==> src/rtl/hs_npu_result_drain.sv <==
// Drains complete rows from the NPU output FIFOs and writes them to memory as bus-width beats.
// Optional define HS_NPU_RESULT_DRAIN_LANE_CHECK_EN adds a sticky lane_err_o for stuck partial rows.
module hs_npu_result_drain #(
    parameter int SIZE       = 8,
    parameter int DATA_WIDTH = 16,
    parameter int BUS_WIDTH  = 32,
    parameter int ADDR_WIDTH = 32
) (
    input  logic                  clk,
    input  logic                  rst,
    input  logic                  start_i,
    input  logic [ADDR_WIDTH-1:0] base_addr_i,
    input  logic [15:0]           num_rows_i,
    output logic                  busy_o,
    output logic                  done_o,
    input  logic [DATA_WIDTH-1:0] row_i [SIZE],
    input  logic [SIZE-1:0]       row_valid_i,
    output logic                  row_ready_o,
    output logic                  wr_valid_o,
    input  logic                  wr_ready_i,
    output logic [ADDR_WIDTH-1:0] wr_addr_o,
    output logic [BUS_WIDTH-1:0]  wr_data_o
`ifdef HS_NPU_RESULT_DRAIN_LANE_CHECK_EN
    ,
    output logic                  lane_err_o
`endif
);

    localparam int EPB    = BUS_WIDTH / DATA_WIDTH;
    localparam int BEATS  = SIZE * DATA_WIDTH / BUS_WIDTH;
    localparam int BEAT_W = (BEATS > 1) ? $clog2(BEATS) : 1;

    typedef enum logic [1:0] {
        IDLE     = 2'd0,
        WAIT_ROW = 2'd1,
        WRITE    = 2'd2,
        DONE     = 2'd3
    } state_t;

    state_t                state_q, state_d;
    logic [ADDR_WIDTH-1:0] addr_q;
    logic [15:0]           rows_q;
    logic [15:0]           row_cnt_q;
    logic [BEAT_W-1:0]     beat_q;
    logic [BUS_WIDTH-1:0]  beat_buf [BEATS];

    logic start_acc;
    logic wr_fire;
    logic last_beat;

    assign start_acc = (state_q == IDLE) && start_i;
    assign wr_fire   = wr_valid_o && wr_ready_i;
    assign last_beat = (beat_q == BEAT_W'(BEATS - 1));

    always_ff @(posedge clk or posedge rst) begin
        if (rst) begin
            state_q <= IDLE;
        end else begin
            state_q <= state_d;
        end
    end

    always_comb begin
        state_d     = state_q;
        busy_o      = (state_q != IDLE);
        done_o      = 1'b0;
        row_ready_o = 1'b0;
        wr_valid_o  = 1'b0;
        case (state_q)
            IDLE: begin
                if (start_i) begin
                    state_d = (num_rows_i == 16'd0) ? DONE : WAIT_ROW;
                end
            end
            WAIT_ROW: begin
                row_ready_o = &row_valid_i;
                if (row_ready_o) begin
                    state_d = WRITE;
                end
            end
            WRITE: begin
                wr_valid_o = 1'b1;
                if (wr_ready_i && last_beat) begin
                    state_d = ((row_cnt_q + 16'd1) == rows_q) ? DONE : WAIT_ROW;
                end
            end
            DONE: begin
                done_o  = 1'b1;
                state_d = IDLE;
            end
            default: state_d = IDLE;
        endcase
    end

    // Row buffer is held in beat order so the write path is a plain index by beat_q.
    always_ff @(posedge clk or posedge rst) begin
        if (rst) begin
            addr_q    <= '0;
            rows_q    <= '0;
            row_cnt_q <= '0;
            beat_q    <= '0;
            for (int k = 0; k < BEATS; k++) begin
                beat_buf[k] <= '0;
            end
        end else begin
            if (start_acc) begin
                addr_q    <= base_addr_i;
                rows_q    <= num_rows_i;
                row_cnt_q <= '0;
            end
            if (row_ready_o) begin
                beat_q <= '0;
                for (int k = 0; k < BEATS; k++) begin
                    for (int e = 0; e < EPB; e++) begin
                        beat_buf[k][e*DATA_WIDTH +: DATA_WIDTH] <= row_i[k*EPB + e];
                    end
                end
            end
            if (wr_fire) begin
                addr_q <= addr_q + ADDR_WIDTH'(BUS_WIDTH / 8);
                beat_q <= last_beat ? '0 : beat_q + 1'b1;
                if (last_beat) begin
                    row_cnt_q <= row_cnt_q + 16'd1;
                end
            end
        end
    end

    assign wr_addr_o = addr_q;
    assign wr_data_o = (state_q == WRITE) ? beat_buf[beat_q] : '0;

`ifdef HS_NPU_RESULT_DRAIN_LANE_CHECK_EN
    logic [4:0] lane_cnt_q;
    logic       partial_row;

    assign partial_row = (state_q == WAIT_ROW) && (|row_valid_i) && !(&row_valid_i);

    // Counter saturates at 16; the flag latches on the 16th consecutive partial cycle.
    always_ff @(posedge clk or posedge rst) begin
        if (rst) begin
            lane_cnt_q <= '0;
            lane_err_o <= 1'b0;
        end else begin
            if (partial_row) begin
                if (lane_cnt_q != 5'd16) begin
                    lane_cnt_q <= lane_cnt_q + 5'd1;
                end
                if (lane_cnt_q == 5'd15) begin
                    lane_err_o <= 1'b1;
                end
            end else begin
                lane_cnt_q <= '0;
            end
            if (start_acc) begin
                lane_err_o <= 1'b0;
            end
        end
    end
`endif

endmodule
==> config.mk <==
export PLATFORM = sky130hd
export DESIGN_NAME = hs_npu_result_drain
export DESIGN_NICKNAME = d
export VERILOG_FILES = /design/src/rtl/hs_npu_result_drain.sv
export SDC_FILE = /design/constraint.sdc
export NUM_CORES = 1
export LEC_CHECK = 0
export CELL_PAD_IN_SITES_DETAIL_PLACEMENT = 0
export CELL_PAD_IN_SITES_GLOBAL_PLACEMENT = 1
export CORE_MARGIN = 5
export CORE_UTILIZATION = 38
export CTS_CLUSTER_SIZE = 10
export DETAILED_ROUTE_END_ITERATION = 12
export PLACE_DENSITY_LB_ADDON = 0.1
export SYNTH_ARGS = -nofsm -noshare
export SYNTH_HDL_FRONTEND = slang
export SYNTH_SLANG_ARGS = --single-unit
==> constraint.sdc <==
create_clock -name clk -period 10.15 [get_ports clk]
set_clock_uncertainty 0.1 [all_clocks]
set_input_delay 2.5375 -clock clk [delete_from_list [all_inputs] [get_ports clk]]
set_output_delay 2.5375 -clock clk [all_outputs]
set_load 0.05 [all_outputs]
Yosys cells after proc, flatten, opt, wreduce, memory -nomap -nowiden

Cells that the tools add are included.

Equality and inequality tests: 8
Order comparisons: 1
Mux-type cells: 21
Add/subtract/negate cells: 3
Bitwise logic cells: 1
Reductions and logical operators: 10

Operator list:

| operator                | count |
|---|---|
| $mux W32                | 5 |
| $bmux W32 S2            | 1 |
| $mux W16                | 3 |
| $add A32 B3 Y32 const B | 1 |
| $add A16 B1 Y16 const B | 1 |
| $eq A16 B16 Y1          | 1 |
| $logic_not A16 Y1       | 1 |
| $mux W2                 | 8 |
| $pmux W2 S4             | 1 |
| $reduce_and A8 Y1       | 1 |
| $eq A2 B2 Y1 const B    | 3 |
| $ne A2 B2 Y1 const B    | 3 |
| $reduce_bool A2 Y1      | 3 |
| $ge A3 B3 Y1 const B    | 1 |
| $logic_and A1 B1 Y1     | 3 |
| $mux W1                 | 3 |
| $not A2 Y3              | 1 |
| $reduce_and A3 Y1       | 1 |
| $add A2 B1 Y2 const B   | 1 |
| $eq A2 B1 Y1 const B    | 1 |
| $logic_not A2 Y1        | 1 |

Flip-flop bits (word level): 196
Bits of input ports: 188
Word-level logic and storage cells: 53

Depth between registers and ports, before layout

Depth in word-level cells: 5
Gate-level depth with buffers: 9
Depth with buffers taken out: 7

Worst setup path before layout

Ideal clock, no wire load.

Path type: input -> output
From: input row_valid_i[4]
To: output row_ready_o
Required time: 7513 ps
Slack: 3754 ps
Arrival: 3758 ps
Stages on the path: 4
Path buffers: 2
Cells stage by stage: nand4_1 nor4_1 clkbuf_1 buf_2

Cells in the longest elaborated chain, start to end: 2

RTL lines:

| what              | line | source |
|---|---|---|
| start, declared   | 17   | `input logic [SIZE-1:0] row_valid_i,` |
| $reduce_and A8 Y1 | 76   | `row_ready_o = &row_valid_i;` |
| $mux W1           | 69   | `case (state_q)` |
| end, declared     | 18   | `output logic row_ready_o,` |

No other way between the ends.

Final worst setup path

Same ends and word-level chain as after synthesis.

==> qor.yml <==
status: "finished, final reports clean"
place_hpwl_mm: 18.71
min_path_type: "flop to flop"
slew_headroom_pct: 19.51
ioPinCount: 256
synth_top_area_cell: "dfrtp_1"
syn-cell-area_um2: 9711
final_layout_size_suffix_gt1_share_pct: 19.72
synth_edf_count: 0
cts.sinks: 196
vias: 7510
gp_congestion: 0.7924
hold_viol_final: 0
wl_per_cell_um: 19.28
r2r_start: "state_q[1]$_DFFE_PP0P_"
vdd_drop_max_mv: 0.1127
synthesis.nets: 1029
antenna_found_initial: 5
crit_path_max_fanout: 2
mostFrequentLayoutCell: "clkdlybuf4s50_1"
setup.worst_path.class: "input port to output pin"
port_buffers: 255
holdPathEnd: "wr_addr_o[0]$_DFFE_PP0P_"
postCtsHoldBufs: 0
die_h_um: 169.9
r2r_slack_ns: 6.68
grt.total_usage_pct: 18.93
yosysSeqAreaShare_pct: 50.51
rsz0062_at_grt: "no"
die_w_um: 169.9
fmax_ghz: 0.1329
cap_violations: 0
cts_made_buffers: 17
fillers: 2297
hold_slack_ns: 0.3787
maxSlewViolCount: 0
period_share_pct: 74.13
ys_top_cells_by_area: "dfrtp_1 51%, mux2_2 15%, mux4_2 7.4%"
clk_pin_slew_worst_paths_ns: 0.07
final_nets: 1259
via_per_inst: 5.322
mostFrequentLayoutCells: "255 x clkdlybuf4s50_1, 194 x dfrtp_1, 129 x mux2_2"
tns_ns: 0
crit_path_frequent_cell: "clkdlybuf4s50_1"
core_region_area_um2: 25180
start_util_pct: 38.56
avgSynthCellArea_um2: 11.59
wirelength_mm: 27.21
hp-start: "wr_addr_o[0]$_DFFE_PP0P_"
cts_tree: "built"
cts_buffer_depth: 2
synth_top_area_share_pct: 50.51
crit_arrival_ns: 4.89
synth.yosys.warnings: 0
r2r-end: "row_cnt_q[13]$_DFF_PP0_"
ys_seq_elements: 196
crit_required_ns: 7.51
max_stage_delay_ns: 0.97
fin_total_pwr_mw: 2.691
tightest_slew_ns: 1.203
synth_ff_type: "dfrtp_1"
grt_pass1_vias: 7780
area_delta_synth_final_pct: 35.29
critPathSlowestCell: "clkdlybuf4s50_1"
post_cts_buffers: 0
finalCriticalPeriod_ns: 7.524
p_per_area_nw_per_um2: 204.8
drc: 0
synthCells: 838
cp-end-kind: "output pin"
path_cells: "clkdlybuf4s50_1, nand4_1, nor4_2, clkdlybuf4s50_1"
drtIter0Drc: 344
rr_worst_depth: 4
setup_viol: 0
die-area_um2: 28850
grt_overflow: 0
final_util_pct: 52.17
hold_path_depth: 2
start_kind: "input port"
dr.pass1.iters: 5
setup_slack_ns: 2.626
clock_latency_ns: 0.43
rows: 58
cts_htree_levels: 4
final_antenna_net_count: 0
cts-root-buf: "clkbuf_16"
pre_cts_ws_ns: 2.590
p_leak_nw: 5.649
synth_cell_types: 60
grt_pass1_wl_mm: 43.26
cts_resized: 0
grt_max_degree: 141
async_reset_ff_share_pct: 100.0
==> cells in the mapped netlist, types with 4 or more instances <==
cell and number:
inv_1 10, nor3_1 10, nor4_1 12, buf_1 4, o21ai_0 54, o31ai_1 8, nor3b_1 6, mux4_2 32
buf_2 11, a21oi_1 17, nor2b_1 6, nand2_1 114, dfrtp_1 196, and2_1 35, and3_1 6, nor2_1 33
clkbuf_1 33, nand4_1 11, mux2_2 129, o311ai_0 5, xor2_1 8, nand3_1 24, a221o_1 10, xnor2_1 12
==> worst max-delay path, delay by kind of cell <==
family,cells,cell delay (ns)
buffers and inverters,2,1.43
and+or+nand+nor,2,0.92
==> layout make-up <==
class | instances | area [um2] | share of cell area [%]
antenna | 1 | 2.502 | 0.01905
clock buffer | 17 | 425.4 | 3.238
clock inverter | 14 | 161.4 | 1.229
inverter | 10 | 45.04 | 0.3429
multi-input combinational | 582 | 4573 | 34.81
sequential | 196 | 4907 | 37.35
tap | 330 | 412.9 | 3.143
timing repair buffer | 261 | 2610 | 19.87
==> power breakdown <==
part | internal, mW | total [mW] | switching (mW)
Combinational | 0.399 | 0.923 | 0.525
Clock | 0.331 | 0.676 | 0.345
Sequential | 0.922 | 1.09 | 0.169
==> registers in the layout (all words and copies together), names as in the netlist <==
name,count
beat_q,2
state_q,2
beat_buf,128
wr_addr_o,32
rows_q,16
row_cnt_q,16
==> worst max path at each step <==
stage                         startpoint                       to  depth (start not counted)
after floorplan                      rst  beat_buf[0]$_DFFE_PP0P_                          1
after global placement    row_valid_i[5]              row_ready_o                          4
after detailed placement  row_valid_i[4]              row_ready_o                          4
after CTS                 row_valid_i[4]              row_ready_o                          4
after global routing      row_valid_i[4]              row_ready_o                          4
final                     row_valid_i[4]              row_ready_o                          4
==> metal layers <==
metal / vias up / GRT usage, % / wire length [um]
li1: 3524 / - / -
met1: 3724 / 25.13 / 12100
met2: 220 / 29.74 / 12400
met3: 32 / 6.574 / 2323
met4: 10 / 5.110 / 318
met5: - / 0 / 63
==> cell families after synthesis <==
family | synth area share [%]
simple gates | 13.97
flops | 50.51
mux | 22.48
compound gates | 8.298
buf+inv | 2.551
xor+xnor | 1.804
fa+ha+maj | 0.3866
==> metrics by stage <==
| stage | cells | instance area (um2) |
|---|---|---|
| after detailed placement | 1379 | 12550 |
| after global placement | 1379 | 12550 |
| after CTS | 1410 | 13140 |
| after floorplan | 838 | 9711 |
| after global routing | 1410 | 13140 |
| final | 1411 | 13140 |
(Power assumes the default switching activity.)
